<file path="src/rtl/instruction_fetch_stage_pkg.sv">
// Shared pipeline definitions: opcode constants, control-bit layout and fetch FSM states.
// Used by the fetch stage, its predecoder and anything that consumes if_control_signals.
package instruction_fetch_stage_pkg;

  localparam int CTRL_WIDTH_DEFAULT = 4;

  localparam int CTRL_VALID_BIT  = 0;
  localparam int CTRL_BRANCH_BIT = 1;
  localparam int CTRL_LOAD_BIT   = 2;
  localparam int CTRL_STORE_BIT  = 3;

  localparam logic [5:0] OPC_BRANCH = 6'b000100;
  localparam logic [5:0] OPC_LOAD   = 6'b100011;
  localparam logic [5:0] OPC_STORE  = 6'b101011;

  typedef enum logic [1:0] {
    ST_FETCH   = 2'd0,
    ST_WAIT    = 2'd1,
    ST_DELIVER = 2'd2
  } fetch_state_t;

endpackage

</file>
<file path="src/rtl/instruction_fetch_stage_predecode.sv">
// Combinational predecode of the instruction opcode into IF/ID control bits; zero latency.
// No flow control of its own: it follows whatever the fetch stage presents.
module fetch_predecode
  import instruction_fetch_stage_pkg::*;
#(
  parameter int CTRL_WIDTH = CTRL_WIDTH_DEFAULT
) (
  input  logic                  i_valid,
  input  logic [5:0]            i_opcode,
  output logic [CTRL_WIDTH-1:0] o_ctrl
);

  always_comb begin
    o_ctrl                  = '0;
    o_ctrl[CTRL_VALID_BIT]  = i_valid;
    o_ctrl[CTRL_BRANCH_BIT] = (i_opcode == OPC_BRANCH);
    o_ctrl[CTRL_LOAD_BIT]   = (i_opcode == OPC_LOAD);
    o_ctrl[CTRL_STORE_BIT]  = (i_opcode == OPC_STORE);
  end

endmodule

</file>
<file path="src/rtl/instruction_fetch_stage.sv">
// Single-outstanding instruction fetch: FETCH -> WAIT -> DELIVER, 3 cycles minimum per instruction.
// Holds the delivered instruction until if_ready; a redirect overrides everything and squashes in-flight data.
module instruction_fetch_stage
  import instruction_fetch_stage_pkg::*;
#(
  parameter int                    ADDR_WIDTH = 32,
  parameter int                    DATA_WIDTH = 32,
  parameter logic [ADDR_WIDTH-1:0] RESET_PC   = '0,
  parameter int                    CTRL_WIDTH = CTRL_WIDTH_DEFAULT
) (
  input  logic                  clock,
  input  logic                  reset,
  output logic                  imem_req_valid,
  input  logic                  imem_req_ready,
  output logic [ADDR_WIDTH-1:0] imem_addr,
  input  logic                  imem_resp_valid,
  input  logic [DATA_WIDTH-1:0] imem_resp_data,
  input  logic                  redirect,
  input  logic [ADDR_WIDTH-1:0] redirect_target,
  output logic                  if_valid,
  input  logic                  if_ready,
  output logic [ADDR_WIDTH-1:0] if_pc,
  output logic [DATA_WIDTH-1:0] if_instruction,
  output logic [CTRL_WIDTH-1:0] if_control_signals
);

  fetch_state_t          r_state;
  fetch_state_t          w_next_state;
  logic [ADDR_WIDTH-1:0] r_pc;
  logic [ADDR_WIDTH-1:0] w_next_pc;
  logic                  r_kill;
  logic                  w_next_kill;
  logic                  w_load;
  logic [ADDR_WIDTH-1:0] r_if_pc;
  logic [DATA_WIDTH-1:0] r_if_instruction;
  logic [ADDR_WIDTH-1:0] w_redirect_pc;

  assign w_redirect_pc = redirect_target & ~ADDR_WIDTH'(3);

  always_comb begin
    w_next_state = r_state;
    w_next_pc    = r_pc;
    w_next_kill  = r_kill;
    w_load       = 1'b0;
    case (r_state)
      ST_FETCH: begin
        if (redirect) begin
          w_next_pc = w_redirect_pc;
          // The old-pc request still goes out if accepted; its data must be dropped.
          if (imem_req_ready) begin
            w_next_state = ST_WAIT;
            w_next_kill  = 1'b1;
          end
        end else if (imem_req_ready) begin
          w_next_state = ST_WAIT;
        end
      end
      ST_WAIT: begin
        if (redirect) begin
          w_next_pc = w_redirect_pc;
          if (imem_resp_valid) begin
            w_next_state = ST_FETCH;
            w_next_kill  = 1'b0;
          end else begin
            w_next_kill  = 1'b1;
          end
        end else if (imem_resp_valid) begin
          if (r_kill) begin
            w_next_kill  = 1'b0;
            w_next_state = ST_FETCH;
          end else begin
            w_load       = 1'b1;
            w_next_pc    = r_pc + ADDR_WIDTH'(4);
            w_next_state = ST_DELIVER;
          end
        end
      end
      ST_DELIVER: begin
        if (redirect) begin
          w_next_pc    = w_redirect_pc;
          w_next_state = ST_FETCH;
        end else if (if_ready) begin
          w_next_state = ST_FETCH;
        end
      end
      default: w_next_state = ST_FETCH;
    endcase
  end

  always_ff @(posedge clock) begin
    if (reset) begin
      r_state          <= ST_FETCH;
      r_pc             <= RESET_PC;
      r_kill           <= 1'b0;
      r_if_pc          <= '0;
      r_if_instruction <= '0;
    end else begin
      r_state <= w_next_state;
      r_pc    <= w_next_pc;
      r_kill  <= w_next_kill;
      if (w_load) begin
        r_if_pc          <= r_pc;
        r_if_instruction <= imem_resp_data;
      end
    end
  end

  assign imem_req_valid = (r_state == ST_FETCH) && !reset;
  assign imem_addr      = r_pc;
  assign if_valid       = (r_state == ST_DELIVER);
  assign if_pc          = r_if_pc;
  assign if_instruction = r_if_instruction;

  fetch_predecode #(
    .CTRL_WIDTH (CTRL_WIDTH)
  ) u_predecode (
    .i_valid    (if_valid),
    .i_opcode   (r_if_instruction[DATA_WIDTH-1 -: 6]),
    .o_ctrl     (if_control_signals)
  );

endmodule
</file>
<file path="config.mk">
export PLATFORM = sky130hd
export DESIGN_NAME = instruction_fetch_stage
export DESIGN_NICKNAME = d
export VERILOG_FILES = /design/src/rtl/instruction_fetch_stage_pkg.sv /design/src/rtl/instruction_fetch_stage_predecode.sv /design/src/rtl/instruction_fetch_stage.sv
export SDC_FILE = /design/constraint.sdc
export NUM_CORES = 1
export LEC_CHECK = 0
export ABC_AREA = 1
export CAP_MARGIN = 10
export CORE_AREA = 2 2 128 130
export CTS_BUF_LIST = sky130_fd_sc_hd__clkbuf_16
export DETAILED_ROUTE_END_ITERATION = 7
export DIE_AREA = 0 0 130 132
export GPL_ROUTABILITY_DRIVEN = 0
export MAX_ROUTING_LAYER = met4
export SLEW_MARGIN = 0
export SYNTH_ARGS = -nofsm -noshare
export SYNTH_HDL_FRONTEND = slang
export SYNTH_SLANG_ARGS = --single-unit
</file>
<file path="constraint.sdc">
create_clock -name clock -period 1.7 [get_ports clock]
set_input_delay 0.17 -clock clock [delete_from_list [all_inputs] [get_ports clock]]
set_output_delay 0.17 -clock clock [all_outputs]
set_load 0.03 [all_outputs]
</file>
==> Yosys cells after proc, flatten, opt, wreduce, memory -nomap -nowiden <==
Cells that the tools add are included.
{ "classes": {"addsub": 1, "multipliers": 0, "n_div": 0, "order_cmp": 0, "eq_ne": 12, "n_shift": 0, "n_mux": 23, "bitwise": 0, "reduce_logical": 9} }
{ "ops": {"columns": ["cell", "count"], "rows": [
  ["32-bit two-way mux", 4],
  ["32-bit case mux with 2 select lines", 1],
  ["32-bit by 3-bit adder with 32-bit output (second input constant)", 1],
  ["2-bit two-way mux", 7],
  ["6-bit == test (second input constant)", 2],
  ["1-bit two-way mux", 9],
  ["4-bit AND reduction", 2],
  ["6-bit by 3-bit == test with 1-bit output (second input constant)", 1],
  ["2-bit inequality test (second input constant)", 3],
  ["3-bit inequality test (second input constant)", 2],
  ["2-bit case mux with 3 select lines", 1],
  ["2-bit nonzero test", 2],
  ["3-bit by 2-bit inequality test with 1-bit output (second input constant)", 1],
  ["3-bit AND reduction", 1],
  ["2-bit by 1-bit == test with 1-bit output (second input constant)", 1],
  ["2-bit == test (second input constant)", 1],
  ["2-bit zero test", 1],
  ["2-bit by 1-bit inequality test with 1-bit output (second input constant)", 1],
  ["1-bit case mux with 2 select lines", 1],
  ["2-bit OR reduction", 1],
  ["1-bit logical AND", 1],
  ["1-bit zero test", 1]
]} }
{ "word_totals": {"register_bits": 99, "latchBits": 0, "mem_bits_rw": 0, "rom_bits": 0, "input_bits": 70, "out_inout_bits": 102, "wordCells": 50, "n_memories": 0} }

==> Logic depth before layout (Yosys ltp) <==
Gate-level depths: netlist (run 1).
{ "depth": {"depth_word": 5, "mapped_depth": 10, "depth_no_buf": 10} }

==> Modules after synthesis <==
A second synthesis (run 1) with hierarchy kept.
{ "unflattened": {"hier_cells": 718, "hier_area_um2": 4698.3} }
{ "by_module_without_submodules": {"columns": ["mod", "instances", "cells_each", "area_per_inst_um2", "seq_area_each_um2"], "rows": [
  ["instruction_fetch_stage", 1, 702, 4629.4, 1901.8],
  ["fetch_predecode", 1, 16, 68.8, 0.0]
]} }

==> Worst setup path before layout (run 1) <==
OpenSTA, ideal clock, no wires.
{ "synth_path": {"kind": "reg2reg", "from": "register r_pc[3] (netlist: imem_addr[3])", "to": "register r_pc[22] (netlist: imem_addr[22])", "setup_time_ns": 0.132, "arrival_ns": 1.578, "required_ns": 1.568, "setup_slack_ns": -0.010, "stages_incl_launch_ff": 11, "n_path_buf": 0, "period_less_slack_ns": 1.710, "path_cell_list": "dfxtp_1 ha_1 nand2_1 nor2_1 nand2_1 nor2_1 nand3_1 nand2_1 nand2_1 nand2_1 a21oi_1"} }
{ "synth_between": {"elab_chain_cells": 5} }
{ "synth_lines": {"columns": ["item", "line_no", "text"], "rows": [
  ["start: declaration", "instruction_fetch_stage.sv:29", "logic [ADDR_WIDTH-1:0] r_pc;"],
  ["start signal: assignment", "instruction_fetch_stage.sv:99", "r_pc <= w_next_pc;"],
  ["32-bit by 3-bit adder with 32-bit output", "instruction_fetch_stage.sv:73", "w_next_pc = r_pc + ADDR_WIDTH'(4);"],
  ["32-bit two-way mux", "instruction_fetch_stage.sv:68", "if (r_kill) begin"],
  ["32-bit two-way mux", "instruction_fetch_stage.sv:67", "end else if (imem_resp_valid) begin"],
  ["32-bit two-way mux", "instruction_fetch_stage.sv:59", "if (redirect) begin"],
  ["32-bit case mux with 2 select lines", "instruction_fetch_stage.sv:45", "case (r_state)"]
]} }
No other way between the ends. The select of a mux whose other input is x is not followed.
A chain may end at the register's enable or synchronous reset.

==> Worst setup path in the final report (run 1) <==
{ "layout_path": {"from": "register r_pc[30] (netlist: imem_addr[30])", "to": "output imem_addr[30]"} }
{ "layout_lines": {"columns": ["item", "line_no", "text"], "rows": [
  ["end: declaration", "instruction_fetch_stage.sv:15", "output logic [ADDR_WIDTH-1:0] imem_addr,"]
]} }
No word-level cell between the ends.

==> summary.md, run 1 <==
| Metric | Value |
|---|---|
| Count of mapped cells out of synthesis | `715` |
| Cell types with the largest area share after synthesis | `sky130_fd_sc_hd__dfxtp_1, sky130_fd_sc_hd__nor2_1, sky130_fd_sc_hd__nand2_1` |
| Kind of capture point of the worst setup path | `output port` |
| Period utilisation layout | `0.965` |
| Iter 0 DRT Violations | `270` |
| Total area of multi-input combinational cells | `2400 sq um` |
| Cell Area, Synth | `4620 sq um` |
| Area growth syn-to-layout | `53.1%` |
| Setup slack of the worst register-to-register path | `approximately 120 ps` |
| Number of unique standard cell types used by synthesis | `30` |
| First-pass GRT wire length | `24700 microns` |
| Top-area cell type share of the netlist area | `0.412` |
| Worst Slack Setup Final | `59.5 ps` |
| Vias in the first global route | `4785` |
| Share of post-route cells with drive strength above 1 | `0.0951` |
| Count of final hold-check violations | `0` |
| Inst Count DP | `1103` |
| Launch point of the critical path | `imem_addr[30]$_SDFFE_PP0P_` |
| Sequential share of the synthesized area | `0.412` |
| Width of the chip | `130 microns` |
| Vertical die dimension | `~130 microns` |
| Ys flop type | `sky130_fd_sc_hd__dfxtp_1` |
| # fillers | `1658` |
| Area of the placeable core | `15700 sq um` |
| Highest achievable clock rate | `610 MHz` |
| Final setup violation count | `0` |
| RR Endpoint | `imem_addr[12]$_SDFFE_PP0P_` |
| Clock transition at path regs | `roughly 70 ps` |
| Overflow after GRT | `0` |
| Buffers on Ports | `165` |
| Count of nets after finishing | `970` |
| Worst hold path stage count | `3` |
| Crit path buf inv count | `1` |
| Detail Placement HPWL | `12000 microns` |
| Number of enable flip-flop cells after synthesis | `0` |
| Routed vias/inst | `between 4 and 5` |
| Clock Skew | `6.58 ps` |
| CTS tree | `done` |
| Power density of the placed cells | `roughly 900 nW/um^2` |
| DP Worst Slack | `-91.3 ps` |
| Critical path fanouts, max | `5` |
| Worst-skew pair later-pin latency | `350 ps` |
| Flip-flop and latch count after synthesis | `95` |
| Cts bufs inserted | `9` |
| Crit-path max cell delay | `~700 ps` |
| Drt total wl | `15700 microns` |
| Row cnt | `46` |
| Slowest cell on crit path | `sky130_fd_sc_hd__clkdlybuf4s50_1` |
| Buffers from clock root to sink, at most | `2` |
| Max VDD drop | `~0.00055 V` |
| Fraction of the core area covered by cells at the end of the flow | `0.450` |
| Post-cts hold buffer count | `0` |
| Final Power | `between 6 and 7 mW` |
| Standby leakage power | `2.83 nW` |
| Maximum number of pins on one net before global-route repair | `42` |
| Total number of vias | `5142` |
| Number of synthesis warnings | `0` |
| Most common cell after layout, fill and taps aside | `sky130_fd_sc_hd__nor2_1` |
| Global router's overall resource usage | `0.187` |
| Effective utilization at floorplan | `0.294` |
| Async set or reset register ratio after synthesis | `0` |
| Final period demand of the worst path | `between 1500 and 2000 ps` |
| Mean area per synthesized cell | `6.46 sq um` |
| Most frequent cells in the layout | `sky130_fd_sc_hd__nor2_1, sky130_fd_sc_hd__nand2_1, sky130_fd_sc_hd__clkdlybuf4s50_1` |
| Cells along the critical path | `clkdlybuf4s50_1` |
| CTS Root Buffer Type | `sky130_fd_sc_hd__clkbuf_16` |
| Hold-critical path endpoint | `imem_addr[2]$_SDFFE_PP0P_` |
| Sequential cell area | `1910 sq um` |
| Cell type with the largest total area after synthesis | `sky130_fd_sc_hd__dfxtp_1` |
| Type of the tightest min-delay check | `input port to flip-flop` |
| Worst path required time | `1530 ps` |
| Final hold slack | `405 ps` |
| Startpoint kind of the worst setup timing path | `flip-flop` |
| Hold path start | `redirect_target[2]` |
| Number of nets with antenna violations after detailed routing | `0` |
| Status | `completed` |
| Reg-to-Reg Start | `imem_addr[10]$_SDFFE_PP0P_` |
| I/O pin count | `172` |
| Iteration count of the initial detailed-routing pass | `5` |
| Routed len/inst | `14.1 microns` |
| Antenna violations before repair | `0` |
| MaxCap Viol Count | `0` |
| Die Outline Area | `17200 sq um` |
| Data arrival time of the worst path | `1470 ps` |
| Largest delay share family, worst path | `buffers and inverters` |
| Count of pins over their slew limit | `0` |
| DRC Markers | `0` |
| Critical path class | `flip-flop to output port` |
| Number of H-tree branching levels | `3` |
| Count of placed standard cells in the final layout, fillers left out | `1120` |
| Number of cells traversed by the worst register-to-register path | `8` |
| Final antenna diode count | `0` |
| TritonCTS sink count | `95` |
worst max-delay path by stage:
stage / endpoint / slack (ps) / depth (start not counted)
floorplan: imem_addr[22]$_SDFFE_PP0P_ / 10 / 10
global placement: if_pc[10]$_SDFFE_PP0P_ / -50 / 7
detailed placement: if_pc[11]$_SDFFE_PP0P_ / -90 / 7
CTS: imem_addr[9] / 0.9 / 2
global route: imem_addr[12]$_SDFFE_PP0P_ / -5 / 8
finish: imem_addr[30] / 60 / 1
metrics by stage:
step | TNS, ps | instance area (sq um)
2_1_floorplan | 0 | 4630
3_3_place_gp | -1210 | 6690
3_5_place_dp | -2920 | 6690
4_1_cts | 0 | 6990
5_1_grt | -5.41 | 7070
6_report | 0 | 7070
cells by family after synthesis:
group,after synthesis,share of synthesized area
buf+inv,79,0.0789
xor+xnor,1,0.00190
flops,95,0.412
fa+ha+maj,1,0.00271
compound gates,138,0.153
simple gates,400,0.351
other cells,1,0.000812
cells in the mapped netlist (4+ instances only):
cell / n
sky130_fd_sc_hd__nor3_1: 7
sky130_fd_sc_hd__buf_4: 8
sky130_fd_sc_hd__buf_2: 12
sky130_fd_sc_hd__inv_1: 37
sky130_fd_sc_hd__a21oi_1: 50
sky130_fd_sc_hd__clkbuf_1: 14
sky130_fd_sc_hd__dfxtp_1: 95
sky130_fd_sc_hd__nor2_1: 183
sky130_fd_sc_hd__nand4_1: 4
sky130_fd_sc_hd__nand3_1: 41
sky130_fd_sc_hd__nor2_2: 5
sky130_fd_sc_hd__o21ai_0: 81
sky130_fd_sc_hd__nand2_1: 153
per-layer routing:
layer  GRT usage  vias up  wire length (microns)
met4      0.0579        0                    280
met1       0.233     2301                   7180
met5           -        -                      0
met3      0.0353       14                   1010
met2       0.305      167                   7270
li1            -     2660                      -
flip-flops by register name, summed over array words and instances (netlist names):
signal,cells
imem_addr,30
r_kill,1
if_instruction,32
if_pc,30
r_state,2
timing repair:
| item | in CTS | in global routing |
|---|---|---|
| resized for setup | 19 | 26 |
| pin swaps | 0 | 2 |
| setup endpoints to repair | 19 | 45 |
| setup buffers | 0 | 1 |
area by class of cell:
class,instances,share of cell area
Multi-Input combinational cell,544,0.339
Sequential cell,95,0.270
Inverter,40,0.0212
Clock buffer,9,0.0319
Clock inverter,7,0.0135
Tap cell,216,0.0382
Timing Repair Buffer,209,0.286
power by group:
part	leakage (nW)	switching [mW]	internal, mW
Sequential	0.777	0.159	2.39
Combinational	1.89	0.926	0.686
Clock	0.156	0.909	1.29
Note: power is estimated with default switching activity, not from simulation.
==> run 2: changes to the inputs <==
Settings changed: CORE_AREA 2 2 128 130 to 2 2 105 107, DIE_AREA 0 0 130 132 to 0 0 107 109, GPL_ROUTABILITY_DRIVEN 0 to not set, PLACE_DENSITY set to 0.8.
==> run 2 against run 1 <==
Maximum frequency shrank 2.0%; count of clock-buffer cells in the layout is the same; worst hold slack gained 9.0 ps; utilization grew 20 points; die area shrank 32%; clock skew grew 5.3 ps; clock power shrank 11%; via count grew 1.7%; register-to-register slack is essentially flat; combinational power is essentially flat; flip-flop and latch count is the same; critical path type unchanged; largest power group unchanged; highest routed layer unchanged.
==> summary.md, run 2 (synthesized netlist as in run 1, its figures left out) <==
| Metric | Value |
|---|---|
| Max VDD drop | `0.000605 V (+11%)` |
| Count of pins over their slew limit | `0 (unchanged)` |
| Global router's overall resource usage | `0.250 (+0.0627)` |
| Switching portion of total power | `0.329 (+0.0159)` |
| Cells along the critical path | `buf_4, clkdlybuf4s50_1` |
| Highest achievable clock rate | `598 MHz (-2.0%)` |
| DRC Markers | `0 (unchanged)` |
| Power density of the placed cells | `880 nW/um^2 (-2.2%)` |
| Most common cell after layout, fill and taps aside | `sky130_fd_sc_hd__nor2_1` |
| Share of post-route cells with drive strength above 1 | `0.0857 (-0.00939)` |
| Maximum number of pins on one net before global-route repair | `48 (+14%)` |
| Internal power component | `4.09 mW (-6.4%)` |
| Area of the placeable core | `10600 sq um (-33%)` |
| Standby leakage power | `2.84 nW (+0.43%)` |
| Vertical die dimension | `109 microns (-17%)` |
| Overflow after GRT | `0 (unchanged)` |
| Clock transition at path regs | `70 ps (about the same)` |
| Effective utilization at floorplan | `0.435 (+0.142)` |
| Routed len/inst | `14.0 microns (-0.73%)` |
| Number of H-tree branching levels | `3 (unchanged)` |
| Final antenna diode count | `0 (unchanged)` |
| Worst-skew pair later-pin latency | `340 ps (about the same)` |
| Buffers on Ports | `165 (unchanged)` |
| Data arrival time of the worst path | `1500 ps (+30 ps)` |
| Routed vias/inst | `5.04 (+9.7%)` |
| Die Outline Area | `11700 sq um (-32%)` |
| Final GP Congestion | `0.966` |
| Post-cts hold buffer count | `0 (unchanged)` |
| Slowest cell on crit path | `sky130_fd_sc_hd__clkdlybuf4s50_1` |
| Final setup violation count | `0 (unchanged)` |
| Number of flip-flops under the largest register name | `32 (unchanged)` |
| Area growth syn-to-layout | `50.1%` |
| CTS Root Buffer Type | `sky130_fd_sc_hd__clkbuf_16` |
| Width of the chip | `107 microns (-18%)` |
| Worst path required time | `1530 ps (about the same)` |
| Iter 0 DRT Violations | `465 (+72%)` |
| Critical path class | `flip-flop to output port` |
| Most frequent cells in the layout | `sky130_fd_sc_hd__nor2_1, sky130_fd_sc_hd__nand2_1, sky130_fd_sc_hd__clkdlybuf4s50_1` |
| I/O pin count | `172 (unchanged)` |
| Buffers from clock root to sink, at most | `2 (unchanged)` |
| Number of nets with antenna violations after detailed routing | `0 (unchanged)` |
| Kind of capture point of the worst setup path | `output port` |
| # fillers | `960 (-42%)` |
| Inst Count DP | `1021 (-7.4%)` |
| Final period demand of the worst path | `1670 ps (+32.6 ps)` |
| Drt total wl | `14500 microns (-8.0%)` |
| RSZ-0062 raised after global routing | `no` |
| Row cnt | `38 (-17%)` |
| Status | `completed` |
| First-pass GRT wire length | `22500 microns (-9.3%)` |
| MaxCap Viol Count | `0 (unchanged)` |
| Register share of total power | `0.418 (+0.017)` |
| Count of nets after finishing | `964 (-0.62%)` |
| TritonCTS sink count | `95 (unchanged)` |
| Clock Skew | `11.9 ps (+5.32 ps)` |
| CTS tree | `done` |
| Iteration count of the initial detailed-routing pass | `5 (unchanged)` |
| Critical path fanouts, max | `3 (-2)` |
| Count of placed standard cells in the final layout, fillers left out | `1038 (-7.3%)` |
| Type of the tightest min-delay check | `input port to flip-flop` |
| Relative contribution of combinational cells to total power | `0.263 (+0.010)` |
| Antenna violations before repair | `0 (unchanged)` |
| Vias in the first global route | `4656 (-2.7%)` |
| Crit-path max cell delay | `680 ps (-30 ps)` |
| Period utilisation layout | `0.984 (+0.0192)` |
| Proportion of power drawn by the clock network | `0.319 (-0.027)` |
| Cts bufs inserted | `9 (unchanged)` |
| Total number of vias | `5228 (+1.7%)` |
| Net switching power | `2.01 mW (+0.72%)` |
| Detail Placement HPWL | `10700 microns (-11%)` |
| Startpoint kind of the worst setup timing path | `flip-flop` |
| Count of final hold-check violations | `0 (unchanged)` |
| Final hold slack | `415 ps (+9.04 ps)` |
-- run 2: what timing repair did --
action                     4_1_cts  5_1_grt
resized for setup               12       27
pin swaps                        0        1
setup endpoints to repair       12       27
setup buffers                    0        1
-- run 2: stage by stage --
stage / setup WS [ps] / TNS (ps) / instance area, sq um / power, mW / utilization
floorplan: 10.8 / 0 / 4630 / 3.48 / -
global placement: -9.20 / -121 / 6590 / 4.19 / 0.622
detailed placement: -97.6 / -2520 / 6590 / 4.20 / 0.622
CTS: 4.82 / 0 / 6860 / 6.12 / 0.647
global route: 3.30 / 0 / 6930 / 6.37 / 0.654
finish: 26.8 / 0 / 6930 / 6.10 / 0.654
-- run 2: metal layers --
metal,share of wire,global-route usage
met5,0,-
met3,0.072,0.0448
met2,0.46,0.399
met4,0.034,0.115
met1,0.43,0.309
-- run 2: power by group through the flow --
stage | sequential, mW | combinational, mW | clock [mW]
finish | 2.55 | 1.60 | 1.95
global route | 2.57 | 1.74 | 2.06
CTS | 2.55 | 1.60 | 1.98
detailed placement | 2.60 | 1.61 | 0
global placement | 2.60 | 1.59 | 0
floorplan | 2.88 | 0.597 | 0
-- run 2: worst paths after layout --
path	endpoint	cells past startpoint	slack [ps]	from
worst max-delay path	imem_addr[6]	2	30	imem_addr[6]$_SDFFE_PP0P_
worst min-delay path	imem_addr[2]$_SDFFE_PP0P_	3	410	redirect_target[2]
worst max register to register	imem_addr[27]$_SDFFE_PP0P_	9	130	imem_addr[10]$_SDFFE_PP0P_
worst min register to register	if_pc[20]$_SDFFE_PP0P_	2	480	if_pc[20]$_SDFFE_PP0P_
-- run 2: cell type report --
| cell class | instances | area (sq um) | area share |
|---|---|---|---|
| clock buffers | 9 | 225 | 0.0325 |
| flip-flops and latches | 95 | 1910 | 0.275 |
| inverters | 40 | 150 | 0.0217 |
| repair buffers | 203 | 2030 | 0.293 |
| multi-input cells | 544 | 2390 | 0.345 |
| clock inverters | 7 | 53.8 | 0.00776 |
| well taps | 140 | 175 | 0.0253 |
-- run 2: worst max-delay path, delay by kind of cell, from the launching register on --
family,cells,cell delay (ps)
buffers and inverters,2,820
DFF,1,350
